===== config.mk =====
export PLATFORM = sky130hd
export DESIGN_NAME = image_plotter
export DESIGN_NICKNAME = d
export VERILOG_FILES = /design/src/rtl/image_pkg.sv /design/src/rtl/image_plotter_pipe_delay.sv /design/src/rtl/image_plotter.sv
export SDC_FILE = /design/constraint.sdc
export NUM_CORES = 1
export LEC_CHECK = 0
export CAP_MARGIN = 20
export CORE_MARGIN = 5
export CORE_UTILIZATION = 40
export CTS_BUF_LIST = sky130_fd_sc_hd__clkbuf_8 sky130_fd_sc_hd__clkbuf_16
export CTS_CLUSTER_SIZE = 40
export DETAILED_ROUTE_END_ITERATION = 16
export MAX_ROUTING_LAYER = met4
export PLACE_DENSITY = 0.68
export REMOVE_ABC_BUFFERS = 1
export SLEW_MARGIN = 0
export SYNTH_ARGS = -nofsm -noshare
export SYNTH_HDL_FRONTEND = slang
export SYNTH_SLANG_ARGS = --single-unit
export TNS_END_PERCENT = 5

===== constraint.sdc =====
create_clock -name clock -period 3.65 [get_ports clock]
set_input_delay 0.73 -clock clock [delete_from_list [all_inputs] [get_ports clock]]
set_output_delay 0.73 -clock clock [all_outputs]
set_load 0.01 [all_outputs]

===== src/rtl/image_pkg.sv =====
`default_nettype none
// +----------------------------------------------------------------------+
// | Module   : image_pkg                                                 |
// | Purpose  : Shared state encoding and default image geometry for the  |
// |            image plotter and the upstream pixel counter.             |
// | Revision : 1.0 - initial release                                     |
// +----------------------------------------------------------------------+
package image_pkg;

  typedef enum logic [2:0] {
    IDLE  = 3'd0,
    CLEAR = 3'd1,
    RUN   = 3'd2,
    DRAIN = 3'd3,
    DONE  = 3'd4
  } state_t;

  // Default geometry; the upstream counter is built with countLimit = c_LAST
  localparam int c_IMG_WIDTH  = 320;
  localparam int c_IMG_HEIGHT = 180;
  localparam int c_LAST       = c_IMG_WIDTH * c_IMG_HEIGHT - 1;
  localparam int c_X_OFFSET   = 0;
  localparam int c_Y_OFFSET   = 30;

endpackage
`default_nettype wire


===== src/rtl/image_plotter_pipe_delay.sv =====
`default_nettype none
// +----------------------------------------------------------------------+
// | Module   : pipe_delay                                                |
// | Purpose  : Fixed-depth register chain; carries {valid, x, y} so the  |
// |            coordinates line up with the image ROM read latency.      |
// | Revision : 1.0 - initial release                                     |
// +----------------------------------------------------------------------+
module pipe_delay #(
  parameter int WIDTH = 1,
  parameter int DEPTH = 1
) (
  input  logic             clock,
  input  logic             resetN,
  input  logic [WIDTH-1:0] data_in,
  output logic [WIDTH-1:0] data_out
);

  logic [WIDTH-1:0] r_stage [DEPTH];

  // Shift the chain by one stage per clock; reset empties every stage
  always_ff @(posedge clock or negedge resetN) begin
    if (!resetN) begin
      for (int i = 0; i < DEPTH; i++) r_stage[i] <= '0;
    end else begin
      r_stage[0] <= data_in;
      for (int i = 1; i < DEPTH; i++) r_stage[i] <= r_stage[i-1];
    end
  end

  assign data_out = r_stage[DEPTH-1];

endmodule
`default_nettype wire


===== src/rtl/image_plotter.sv =====
`default_nettype none
// +----------------------------------------------------------------------+
// | Module   : image_plotter                                             |
// | Purpose  : Walks the upstream pixel counter through one image, uses  |
// |            each index as the ROM address, tracks (col,row) without a |
// |            divider and drives the VGA adapter plot interface.        |
// | Options  : IMAGE_PLOTTER_TRANSPARENT_EN - suppress plot strobes for  |
// |            pixels whose colour equals TRANSPARENT_COLOUR.            |
// | Revision : 1.0 - initial release                                     |
// +----------------------------------------------------------------------+
module image_plotter
  import image_pkg::*;
#(
  parameter int IMG_WIDTH          = c_IMG_WIDTH,
  parameter int IMG_HEIGHT         = c_IMG_HEIGHT,
  parameter int ADDR_WIDTH         = 16,
  parameter int X_BITS             = 9,
  parameter int Y_BITS             = 8,
  parameter int COLOUR_BITS        = 3,
  parameter int ROM_LATENCY        = 2,
  parameter int X_OFFSET           = c_X_OFFSET,
  parameter int Y_OFFSET           = c_Y_OFFSET,
  parameter int TRANSPARENT_COLOUR = 0
) (
  input  logic                   clock,
  input  logic                   resetN,
  input  logic                   start,
  input  logic [ADDR_WIDTH-1:0]  count,
  output logic                   counter_enable,
  output logic                   counter_resetN,
  output logic [ADDR_WIDTH-1:0]  rom_address,
  input  logic [COLOUR_BITS-1:0] rom_data,
  output logic [X_BITS-1:0]      x,
  output logic [Y_BITS-1:0]      y,
  output logic [COLOUR_BITS-1:0] colour,
  output logic                   plot,
  output logic                   busy,
  output logic                   done
);

  localparam int LAST       = IMG_WIDTH * IMG_HEIGHT - 1;
  localparam int COL_BITS   = (IMG_WIDTH > 1) ? $clog2(IMG_WIDTH) : 1;
  // row reaches IMG_HEIGHT after the final wrap, so leave room for it
  localparam int ROW_BITS   = $clog2(IMG_HEIGHT + 1);
  localparam int DRAIN_BITS = $clog2(ROM_LATENCY + 1);
  localparam int PIPE_W     = 1 + X_BITS + Y_BITS;

  localparam logic [ADDR_WIDTH-1:0] c_LAST_ADDR = ADDR_WIDTH'(LAST);
  localparam logic [COL_BITS-1:0]   c_COL_MAX   = COL_BITS'(IMG_WIDTH - 1);
  localparam logic [DRAIN_BITS-1:0] c_DRAIN_END = DRAIN_BITS'(ROM_LATENCY - 1);

  state_t                r_state;
  state_t                w_next_state;
  logic [COL_BITS-1:0]   r_col;
  logic [ROW_BITS-1:0]   r_row;
  logic [DRAIN_BITS-1:0] r_drain_cnt;
  logic                  w_issue_valid;
  logic [X_BITS-1:0]     w_issue_x;
  logic [Y_BITS-1:0]     w_issue_y;
  logic [PIPE_W-1:0]     w_pipe_out;
  logic                  w_valid_out;

  // State register
  always_ff @(posedge clock or negedge resetN) begin
    if (!resetN) r_state <= IDLE;
    else         r_state <= w_next_state;
  end

  // Next-state logic; RUN ends on the cycle the saturating counter shows LAST
  always_comb begin
    w_next_state = r_state;
    case (r_state)
      IDLE:    if (start) w_next_state = CLEAR;
      CLEAR:   w_next_state = RUN;
      RUN:     if (count == c_LAST_ADDR) w_next_state = DRAIN;
      DRAIN:   if (r_drain_cnt == c_DRAIN_END) w_next_state = DONE;
      DONE:    if (start) w_next_state = CLEAR;
      default: w_next_state = IDLE;
    endcase
  end

  // Column/row trackers replace index/IMG_WIDTH; drain counter flushes the pipe
  always_ff @(posedge clock or negedge resetN) begin
    if (!resetN) begin
      r_col       <= '0;
      r_row       <= '0;
      r_drain_cnt <= '0;
    end else begin
      case (r_state)
        CLEAR: begin
          r_col       <= '0;
          r_row       <= '0;
          r_drain_cnt <= '0;
        end
        RUN: begin
          r_drain_cnt <= '0;
          if (r_col == c_COL_MAX) begin
            r_col <= '0;
            r_row <= r_row + 1'b1;
          end else begin
            r_col <= r_col + 1'b1;
          end
        end
        DRAIN:   r_drain_cnt <= r_drain_cnt + 1'b1;
        default: ;
      endcase
    end
  end

  // Per-state outputs to the counter, ROM and status flags
  always_comb begin
    counter_enable = 1'b0;
    counter_resetN = 1'b1;
    rom_address    = '0;
    busy           = 1'b0;
    done           = 1'b0;
    w_issue_valid  = 1'b0;
    case (r_state)
      CLEAR: begin
        counter_resetN = 1'b0;
        busy           = 1'b1;
      end
      RUN: begin
        counter_enable = 1'b1;
        rom_address    = count;
        busy           = 1'b1;
        w_issue_valid  = 1'b1;
      end
      DRAIN:   busy = 1'b1;
      DONE:    done = 1'b1;
      default: ;
    endcase
  end

  // Offsets are added at issue time; results wrap to the coordinate widths
  assign w_issue_x = X_BITS'(X_OFFSET) + X_BITS'(r_col);
  assign w_issue_y = Y_BITS'(Y_OFFSET) + Y_BITS'(r_row);

  pipe_delay #(
    .WIDTH (PIPE_W),
    .DEPTH (ROM_LATENCY)
  ) u_pipe_delay (
    .clock    (clock),
    .resetN   (resetN),
    .data_in  ({w_issue_valid, w_issue_x, w_issue_y}),
    .data_out (w_pipe_out)
  );

  assign w_valid_out = w_pipe_out[PIPE_W-1];
  assign x           = w_pipe_out[PIPE_W-2 -: X_BITS];
  assign y           = w_pipe_out[Y_BITS-1:0];
  // Colour is meaningful only beside a valid pixel; keep it quiet otherwise
  assign colour      = w_valid_out ? rom_data : '0;

`ifdef IMAGE_PLOTTER_TRANSPARENT_EN
  assign plot = w_valid_out && (rom_data != COLOUR_BITS'(TRANSPARENT_COLOUR));
`else
  assign plot = w_valid_out;
`endif

endmodule
`default_nettype wire


==> summary.txt <==
Power
  – Sw Pwr: 600 µW
  – Sequential Power Share: 39.8%
  – Max VDD drop: 0.000366 V
  – Net Sw Frac: 29.7%
  – Clock network fraction of design power: 28.2%
  – Pleak: 0.00142 µW
  – Power Density: 629 nW/µm²
  – Pint: 1420 µW
  – Combinational power share: 32.0%

GRT
  – Busiest grt layer: met2
  – GRT Overall Usage: 13.3%
  – Initial antenna violation count: 0
  – M1 GR Usage: 15.7%
  – Met3 Use GR: 5.77%
  – First-pass GRT wire length: 7.71 mm
  – Largest net degree at the start of global routing: 38
  – Met2 Use GR: 19.6%
  – Vias in the first global route: 1769
  – Congestion Overflow GR: 0

Layout
  – N_diodes: 0
  – Ratio of cells with drive above 1 in the final layout: 8.42%
  – Final core occ: 54.0%
  – Syn-to-layout area delta: 29.8%
  – Total Nets Final: 295
  – Most common cell after layout, fill and taps aside: clkdlybuf4s50_1
  – Final std cells w/o fill: 348
  – Commonest cells after routing, fill and taps aside: clkdlybuf4s50_1, dfrtp_1, and2_1

STA
  – TNS Setup: 0 ns
  – Final hold violations: 0
  – Clk_skew: 0.00629 ns
  – Final setup violation count: 0
  – Slew Viols, Final: 0
  – WHS: 0.346 ns
  – Max Clock Freq: 310 MHz
  – Final min period: 3.22 ns
  – Final setup margin: 0.426 ns
  – Worst slew pin tran: 0.803 ns
  – Period utilization: 88.3%
  – Max-slew headroom at the worst pin: 46.5%
  – Unrepaired setup endpoints after global routing: no

Setup path
  – Crit-path max cell delay: 0.55 ns
  – Crit path top cell by count: inv_1
  – Slowest CP cell: clkdlybuf4s50_1
  – Req. time, crit path: 2.92 ns
  – Worst setup path class: flop to output pin
  – Arrival @ worst endpoint: 2.49 ns
  – Critical Path, Cell by Cell: or3b_1 > inv_1 > nand2_1 > inv_1 > clkdlybuf4s50_1
  – Element type at the critical path end: output pin
  – Crit-path max FO: 21
  – CP Launch Type: flop

Synthesis
  – FFs w/ async S/R, synth: 100%
  – Synth Instances: 220
  – Top cells by area, synth: dfrtp_1, buf_4, and2_1
  – Synth unique cells: 44
  – Synth top area share: 58.6%
  – #FFs+latches synth: 58
  – Main synth FF type: dfrtp_1
  – Mean Syn Cell Area: 11.3 µm²
  – Post-synthesis cell area: 2480 µm²
  – Post-synth EDFFs: 0
  – Area leader, netlist: dfrtp_1
  – Yosys warns: 0
  – Seq/Total Area, Yosys: 58.6%

Floorplan
  – Die Ht: 88.7 µm
  – I/O pin count: 63
  – Row count: 28
  – Die area: 7860 µm²
  – Die width: 88.7 µm
  – Core area: 5960 µm²
  – Initial Utilization: 41.6%

Clock network
  – CTS root buffer: clkbuf_8
  – CTS tree: built
  – Worst-skew pair later-pin latency: 0.33 ns
  – CTS sink count: 58
  – Clk buf depth: 2
  – Hold-fix buffer count after cts: 0
  – PostCTS Resize Cnt: 0
  – Max H-tree Level: 3
  – Post-CTS setup buffers: 0
  – Worst-path clk slew: 0.06 ns
  – Total CTS buffers: 9

Detailed routing
  – Vias/cell: 4.95
  – Total number of vias: 1722
  – DR WL/cell: 12.6 µm
  – Final ANT Viol Nets: 0
  – Iter 0 DRT Violations: 59
  – Drt first pass iters: 4
  – DRC: 0
  – Routed WL: 4.39 mm

Placed design
  – Setup slack at placement: 0.769 ns
  – HPWL after DPL: 3.18 mm
  – GPL Wtd Cong: 0.866
  – Placed Cells: 332
  – # port buffers: 62

Flow run
  – Max cap viols: 0

Hold path
  – Hold WC Path Type: flop to flop

Run status
  – Status: finished, final reports clean
-- kinds of logic (layout without fill, tap and decap cells) --
group                      after synthesis  in the layout  synth area share [%]
adders and majority gates                5              5                  2.53
and+or+nand+nor                         80             80                  18.3
AOI/OAI and AO/OA                       35             35                  9.30
DFF                                     58             58                  58.6
muxes                                    1              1                 0.455
buffers and inverters                   35             88                  8.64
xor gates and xnor gates                 6              6                  2.12
-- layout make-up --
class	count	area (µm²)
Inverter	8	30.0
Fill cell	537	2740
Multi-Input combinational cell	127	811
Tap cell	75	93.8
Clock buffer	11	151
Clock inverter	5	46.3
Timing Repair Buffer	64	631
Sequential cell	58	1450
-- state kept, by name, summed over array words and instances, names as in the netlist --
name                   cells
u_pipe_delay.r_stage      18
r_drain_cnt                2
r_row                      8
r_col                      9
u_pipe_delay.data_out     18
r_state                    3
-- critical path, delay by kind of cell (launching register included) --
family                 cells  cell delay [ns]
AND/OR/NAND/NOR            2             0.67
buffers and inverters      3             1.06
flip-flops                 1             0.44
-- synth_stat cells, types with 2 or more instances --
cell type	instances
a31oi_1	6
nand2_1	14
xor2_1	3
buf_2	3
buf_4	17
clkbuf_1	5
a21oi_1	6
nor3b_1	2
and3_1	3
nand3_1	11
ha_1	5
nor3_1	2
a41oi_1	2
xnor2_1	3
o21ai_0	9
buf_6	2
dfrtp_1	58
inv_1	8
nor2_1	10
nand2b_1	2
a22o_1	3
o22ai_1	2
and2_1	19
nand4b_1	2
nand4_1	4
-- per-stage QoR --
step	total power (µW)	instance area, µm²
4_1_cts	2050	3210
3_5_place_dp	1470	3020
3_3_place_gp	1460	3020
6_report	2020	3210
5_1_grt	2160	3210
2_1_floorplan	1120	2290
-- path summary, 6_finish.rpt --
| kind | start | endpoint | slack (ns) | cells past startpoint |
|---|---|---|---|---|
| max in group asynchronous | resetN | u_pipe_delay.data_out[2]$_DFF_PN0_ | 2.38 | 2 |
| min | u_pipe_delay.r_stage[20]$_DFF_PN0_ | u_pipe_delay.data_out[2]$_DFF_PN0_ | 0.35 | 0 |
| min reg2reg | u_pipe_delay.r_stage[20]$_DFF_PN0_ | u_pipe_delay.data_out[2]$_DFF_PN0_ | 0.35 | 0 |
| max | r_state[2]$_DFFE_PN0P_ | rom_address[1] | 0.43 | 5 |
| min in group asynchronous | resetN | u_pipe_delay.data_out[13]$_DFF_PN0_ | 0.49 | 1 |
| max reg2reg | r_state[2]$_DFFE_PN0P_ | r_col[5]$_DFFE_PN0P_ | 1.30 | 6 |
-- power by group through the flow --
stage | clock (µW) | sequential (µW) | combinational, µW
floorplan | 0 | 816 | 303
global placement | 0 | 814 | 644
detailed placement | 0 | 818 | 652
CTS | 590 | 806 | 657
global route | 620 | 822 | 718
finish | 569 | 805 | 648
-- metal layers --
metal  up-vias  routed length, µm
met1       794               2020
met4         0                 87
met3        10                437
met2        73               1840
met5         -                  0
li1        845                  -
Note: power is estimated with default switching activity, not from simulation.
